==> src/rtl/imem_loader.sv <==
// Instruction-memory loader: streams a program image into the write port,
// verifies a trailing checksum word, and holds the CPU until the load succeeds.
module imem_loader #(
  parameter int ADDR_W = 4
) (
  input  logic              clk,
  input  logic              reset,
  input  logic              start,
  input  logic [ADDR_W:0]   len,
  input  logic              s_valid,
  input  logic [31:0]       s_data,
  output logic              s_ready,
  output logic              mem_we,
  output logic [ADDR_W-1:0] mem_waddr,
  output logic [31:0]       mem_wdata,
  output logic              cpu_hold,
  output logic              busy,
  output logic              done,
  output logic              err,
  output logic [ADDR_W:0]   words_loaded,
  output logic [2:0]        dbg_state
);

  // Handshake: a word moves on any cycle where s_valid && s_ready are both 1.
  // s_ready is a registered decode of the next state (1 only in LOAD/CHECK); the
  // source must hold s_data stable while s_valid=1 and s_ready=0.

  localparam int DEPTH = 1 << ADDR_W;
  localparam logic [ADDR_W:0] DEPTH_L = (ADDR_W+1)'(DEPTH);

  typedef enum logic [2:0] {
    ST_IDLE  = 3'd0,
    ST_LOAD  = 3'd1,
    ST_CHECK = 3'd2,
    ST_DONE  = 3'd3,
    ST_ERROR = 3'd4
  } state_t;

  state_t state_q, state_d;

  logic              s_ready_q;
  logic              mem_we_q;
  logic [ADDR_W-1:0] mem_waddr_q;
  logic [31:0]       mem_wdata_q;
  logic              cpu_hold_q;
  logic              busy_q;
  logic              done_q;
  logic              err_q;
  logic [ADDR_W:0]   words_q;
  logic [ADDR_W:0]   count_q;
  logic [ADDR_W:0]   len_q;
  logic [31:0]       sum_q;

  logic xfer;
  logic len_ok;
  logic last_word;
  logic can_start;
  logic legal_start;

  assign xfer        = s_valid && s_ready_q;
  assign len_ok      = (len != '0) && (len <= DEPTH_L);
  assign last_word   = (count_q == (len_q - 1'b1));
  assign can_start   = (state_q == ST_IDLE) || (state_q == ST_DONE) || (state_q == ST_ERROR);
  assign legal_start = can_start && start && len_ok;

  always_comb begin
    state_d = state_q;
    case (state_q)
      ST_IDLE, ST_DONE, ST_ERROR: begin
        if (start) begin
          state_d = len_ok ? ST_LOAD : ST_ERROR;
        end
      end
      ST_LOAD: begin
        if (xfer && last_word) state_d = ST_CHECK;
      end
      ST_CHECK: begin
        if (xfer) state_d = (s_data == sum_q) ? ST_DONE : ST_ERROR;
      end
      default: state_d = ST_IDLE;
    endcase
  end

  // Status outputs decode the next state so they line up with the state register.
  always_ff @(posedge clk) begin
    if (reset) begin
      state_q    <= ST_IDLE;
      s_ready_q  <= 1'b0;
      cpu_hold_q <= 1'b1;
      busy_q     <= 1'b0;
      done_q     <= 1'b0;
      err_q      <= 1'b0;
    end else begin
      state_q    <= state_d;
      s_ready_q  <= (state_d == ST_LOAD) || (state_d == ST_CHECK);
      cpu_hold_q <= (state_d != ST_DONE);
      busy_q     <= (state_d == ST_LOAD) || (state_d == ST_CHECK);
      done_q     <= (state_d == ST_DONE);
      err_q      <= (state_d == ST_ERROR);
    end
  end

  always_ff @(posedge clk) begin
    if (reset) begin
      mem_we_q    <= 1'b0;
      mem_waddr_q <= '0;
      mem_wdata_q <= '0;
      words_q     <= '0;
      count_q     <= '0;
      len_q       <= '0;
      sum_q       <= '0;
    end else begin
      mem_we_q <= 1'b0;
      if (legal_start) begin
        len_q   <= len;
        count_q <= '0;
        sum_q   <= '0;
        words_q <= '0;
      end
      // The write lands one cycle after the transfer; the checksum word is never written.
      if (state_q == ST_LOAD && xfer) begin
        mem_we_q    <= 1'b1;
        mem_waddr_q <= count_q[ADDR_W-1:0];
        mem_wdata_q <= s_data;
        sum_q       <= sum_q + s_data;
        count_q     <= count_q + 1'b1;
        words_q     <= words_q + 1'b1;
      end
    end
  end

  assign s_ready      = s_ready_q;
  assign mem_we       = mem_we_q;
  assign mem_waddr    = mem_waddr_q;
  assign mem_wdata    = mem_wdata_q;
  assign cpu_hold     = cpu_hold_q;
  assign busy         = busy_q;
  assign done         = done_q;
  assign err          = err_q;
  assign words_loaded = words_q;
  assign dbg_state    = state_q;

endmodule

==> config.mk <==
export PLATFORM = sky130hd
export DESIGN_NAME = imem_loader
export DESIGN_NICKNAME = d
export VERILOG_FILES = /design/src/rtl/imem_loader.sv
export SDC_FILE = /design/constraint.sdc
export NUM_CORES = 1
export LEC_CHECK = 0
export CAP_MARGIN = 10
export CORE_ASPECT_RATIO = 0.75
export CORE_MARGIN = 3
export CORE_UTILIZATION = 40
export DETAILED_ROUTE_END_ITERATION = 16
export PLACE_DENSITY = 0.73
export SLEW_MARGIN = 25
export SYNTH_ARGS = -nofsm -noshare
export SYNTH_HDL_FRONTEND = slang
export SYNTH_SLANG_ARGS = --single-unit
==> constraint.sdc <==
create_clock -name clk -period 6.75 [get_ports clk]
set_clock_uncertainty 0.05 [all_clocks]
set_input_delay 1.35 -clock clk [delete_from_list [all_inputs] [get_ports clk]]
set_output_delay 1.35 -clock clk [all_outputs]
set_load 0.1 [all_outputs]
**After elaboration in Yosys (flattened, before gate mapping)**

Index checks and enable logic that the tools add are counted.
W data, S select, Z words.

- Latch bits: 0
- Bits in read-only memories: 0
- Word-level logic and storage cells: 53
- Memories kept: 0
- Bits in writable memories: 0
- Input port bits: 41
- Register bits after elaboration: 91

- Bitwise logic cells: 0
- Magnitude comparators: 1
- Eq/ne operators: 11
- Muxes and demuxes: 12
- Divide/modulo/power cells: 0
- Multiply operators: 0
- Shifts and indexed selects: 0
- $add $sub $neg: 4
- Reductions and logical operators: 13

Operator list:

| kind | number |
|---|---|
| $mux W32 | 2 |
| $add A32 B32 Y32 | 1 |
| $eq A32 B32 Y1 | 1 |
| $mux W3 | 5 |
| $mux W5 | 3 |
| $eq A3 B2 Y1 const B | 4 |
| $add A5 B1 Y5 const B | 2 |
| $pmux W3 S3 | 1 |
| $eq A3 B1 Y1 const B | 2 |
| $eq A3 B3 Y1 const B | 2 |
| $logic_and A1 B1 Y1 | 6 |
| $eq A5 B5 Y1 | 1 |
| $le A5 B5 Y1 const B | 1 |
| $reduce_bool A5 Y1 | 1 |
| $sub A5 B1 Y5 const B | 1 |
| $logic_not A3 Y1 | 1 |
| $logic_or A1 B1 Y1 | 3 |
| $ne A3 B2 Y1 const B | 1 |
| $reduce_or A3 Y1 | 1 |
| $reduce_bool A2 Y1 | 1 |
| $mux W1 | 1 |

**Depth between registers and ports, before layout**

- Depth in word-level cells: 7
- Depth in mapped cells: 10

**Least setup slack after synthesis**

OpenSTA, ideal clock, no wires.

- Path kind: input port to flip-flop
- Start point: input s_data[0]
- End point: register sum_q[30]
- Setup time: 0.122 ns
- Arrival time: 3.430 ns
- Required time: 6.578 ns
- Stages on the path: 10
- Slack: 3.148 ns
- Path buffers: 0
- Path through: ha_1 fa_1 a211oi_1 nor2_1 o31ai_1 a21oi_1 o21ai_0 o2111ai_1 mux2i_1 nand3_1

- Word-level cells in the longest chain between the ends: 2

RTL lines:

| element | RTL line | RTL |
|---|---|---|
| start: declaration | 11 | `input logic [31:0] s_data,` |
| $add A32 B32 Y32 | 125 | `sum_q <= sum_q + s_data;` |
| $mux W32 | 121 | `if (state_q == ST_LOAD && xfer) begin` |
| end signal: assignment | 125 |  |
| end: declaration | 52 | `logic [31:0] sum_q;` |

Every way passes these cells.
A chain may end at the register's enable or synchronous reset.

**Final worst setup path**

Same ends and word-level chain as after synthesis.

==> key figures <==
Clocking
  – Post-cts hold buffer count: 0
  – CTS root buffer: clkbuf_16
  – Post-cts resize count: 0
  – H-tree depth: 3
  – Clock latency on the worst-skew pair: 0.35 ns
  – # Post-CTS Setup Buffers: 0
  – CTS Buffer Depth: 2
  – TritonCTS clock tree: built
  – Inserted Clock Buffers: 9
  – Clk slew on worst S/H paths: 0.07 ns
  – Clock Sinks: 91

Power and ir drop
  – Leak: 2.469 nW
  – PD cells: 201.9 nW/µm²
  – Maximum VDD drop: 124.6 µV

Finish
  – Commonest non-fill, non-tap cell in the layout: nand2_1
  – Most frequent cells in the layout: 125 x nand2_1, 91 x dfxtp_1, 89 x clkdlybuf4s50_1
  – Layout cell share with drive strength beyond 1: 5.819%
  – Final #Nets: 810
  – Antenna cells: 0
  – Non-Filler Instances: 905
  – Area Overhead vs Synth: 25.88%

STA
  – Final count of hold timing violations: 0
  – RSZ-0062 raised after global routing: no
  – Final Critical Period: 4.139 ns
  – Fin. max-slew vios: 0
  – Period utilisation layout: 61.32%
  – Max Freq: 241.6 MHz
  – # setup viols final: 0
  – Worst slew pin tran: 0.9916 ns
  – Sum of negative setup slack: 0 ns
  – Slew margin rel.: 33.69%

Critical path
  – Crit path kind: input pin to flip-flop
  – Worst Path Buf+Inv: 1
  – R2R cell count: 10
  – CP max stage cell: clkdlybuf4s50_1
  – Data required time of the worst path: 6.94 ns
  – Nature of the critical path startpoint: input pin
  – Ordered list of cells on the worst path: clkdlybuf4s50_1 > ha_1 > fa_1 > a211oi_1 > nor2_1 > o31ai_1 > a21oi_1 > o21ai_0 > o2111ai_1 > mux2i_1 > nand3_1
  – Critical Path Fanout Max: 3
  – RR Startpoint: sum_q[0]
  – Crit. End Element: flip-flop
  – Worst reg2reg setup slack: 3.80 ns
  – CP Data Arrival Time: 4.32 ns
  – Top delay family on crit path: compound AO/OA/AOI/OAI gates
  – Max stage delay on crit path: 0.45 ns
  – RR Endpoint: sum_q[30]

Die
  – Die width: 137.9 µm
  – Core area: 12520 µm²
  – Die ar.: 14460 µm²
  – Rows: 35
  – I/O pin total: 91
  – Starting density of the core: 41.66%
  – Die Y: 104.9 µm

Synthesis
  – Syn Nets: 742
  – Post-synth ARST share: 0%
  – EDFF count, synth: 0
  – Mapped cell area: 5218 µm²
  – Sequential area share after synthesis: 34.92%
  – Seq cells post-synth: 91
  – Synth warnings: 0
  – Synth Instances: 666
  – Mapped Avg Cell Area: 7.834 µm²
  – Distinct cells, synth: 65
  – Synth Flop Type: dfxtp_1

Detailed routing
  – Wire length per cell: 15.89 µm
  – Residual DRC: 0
  – Post-route ant nets: 0
  – Drt total wl: 14380 µm
  – Vias/cell: 5.617
  – Via Count: 5083
  – Initial DRC count: 403
  – DR pass1 iterations: 5

GRT
  – Routing usage on met2: 30.71%
  – Total gr overflow: 0
  – Initial antenna violation count: 0
  – Met3 Usage GRT: 5.582%
  – Gr busiest metal: met2
  – Vias in the first global route: 4840
  – Largest net degree at the start of global routing: 78
  – First-pass GRT wire length: 23690 µm
  – M1 GR Usage: 27.82%
  – GRT Resource Usage Total: 20.30%

Worst hold path
  – Hold Startpoint: mem_wdata[17]
  – Worst Hold Class: flip-flop to flip-flop
  – Hold Path Depth: 2
  – Hold EP: mem_wdata[17]

Flow run
  – Max_cap viols: 0

Placed design
  – Placed insts: 889
  – Buffers on Ports: 90
  – Dpl hpwl: 10150 µm
  – GPL Wtd Cong: 0.8943

Status
  – Run status: complete, no violations
how the worst max path moves through the flow:
stage,startpoint,endpoint,depth (start not counted)
2_1_floorplan,s_data[0],sum_q[30],10
3_3_place_gp,len[0],sum_q[24],9
3_5_place_dp,len[0],sum_q[24],9
4_1_cts,len[0],sum_q[24],9
5_1_grt,s_data[0],sum_q[28],11
6_report,s_data[0],sum_q[30],11
state kept, by name (all words and copies together), names as in the netlist:
name          cells
mem_we            1
err               1
count_q           5
len_q             5
busy              1
words_loaded      5
dbg_state         3
done              1
mem_waddr         4
mem_wdata        32
sum_q            32
cpu_hold          1
metal layers:
layer  vias to the layer above  part of all wire (%)
li1                       2483                     -
met3                        30                   6.9
met1                      2387                    46
met2                       183                    45
met5                         -                     0
met4                         0                   2.2
final cells by class:
class                      instances  area [µm²]
inverter                          14       52.55
clock inverter                     7       140.1
timing repair buffer              93       918.4
sequential                        91        1822
multi-input combinational        525        3202
tap                              166       207.7
fill                            1157        5957
clock buffer                       9       225.2
kinds of logic after synthesis:
logic type	Yosys count	share of synthesized area, %
AO/OA/AOI/OAI	188	23.21
buffers and inverters	50	3.933
adder cells (fa/ha/maj)	35	8.537
multiplexers	9	1.727
flip-flops	91	34.92
XOR/XNOR	31	5.204
AND/OR/NAND/NOR	262	22.47
cell usage after synthesis, drive strengths merged, types with 6 or more instances:
master	number	area share, %
o21ai	36	3.7
a21oi	85	8.2
inv	13	0.94
xor2	13	2.2
clkbuf	25	1.8
dfxtp	91	35
nor2	63	4.6
xnor2	18	3.0
ha	34	8.2
nand4	6	0.72
nor4	9	1.4
a21o	9	1.3
a211oi	6	0.96
o31ai	6	1.1
mux2i	9	1.7
nand2	125	9.0
nand3	25	2.4
a22oi	7	1.0
nand2b	6	0.72
o21bai	7	1.0
buf	11	1.1
worst reg2reg max path: stages, from the launching register on:
cell and delay (ns):
dfxtp_1 0.31, ha_1 0.23, fa_1 0.45, a211oi_1 0.29
nor2_1 0.11, o31ai_1 0.36, a21oi_1 0.15, o21ai_0 0.38
o2111ai_1 0.20, mux2i_1 0.21, nand3_1 0.11
through the flow:
stage	total power [mW]	instance area, µm²	worst slack [ns]	hold WS (ns)	utilization, %
2_1_floorplan	0.6617	5218	3.148	0.3791	-
3_3_place_gp	0.7125	6200	2.403	0.3885	49.50
3_5_place_dp	0.7169	6200	2.237	0.3961	49.50
4_1_cts	1.336	6565	2.608	0.4052	52.42
5_1_grt	1.374	6568	2.392	0.4281	52.44
6_report	1.326	6568	2.611	0.4032	52.44
power by group:
group          total (mW)  switching [mW]  leakage, nW  internal, mW
combinational       0.158          0.0994         1.56        0.0587
clock               0.619           0.220        0.172         0.399
sequential          0.549         0.00639        0.734         0.543
total                1.33           0.326         2.47          1.00
(Power assumes the default switching activity.)
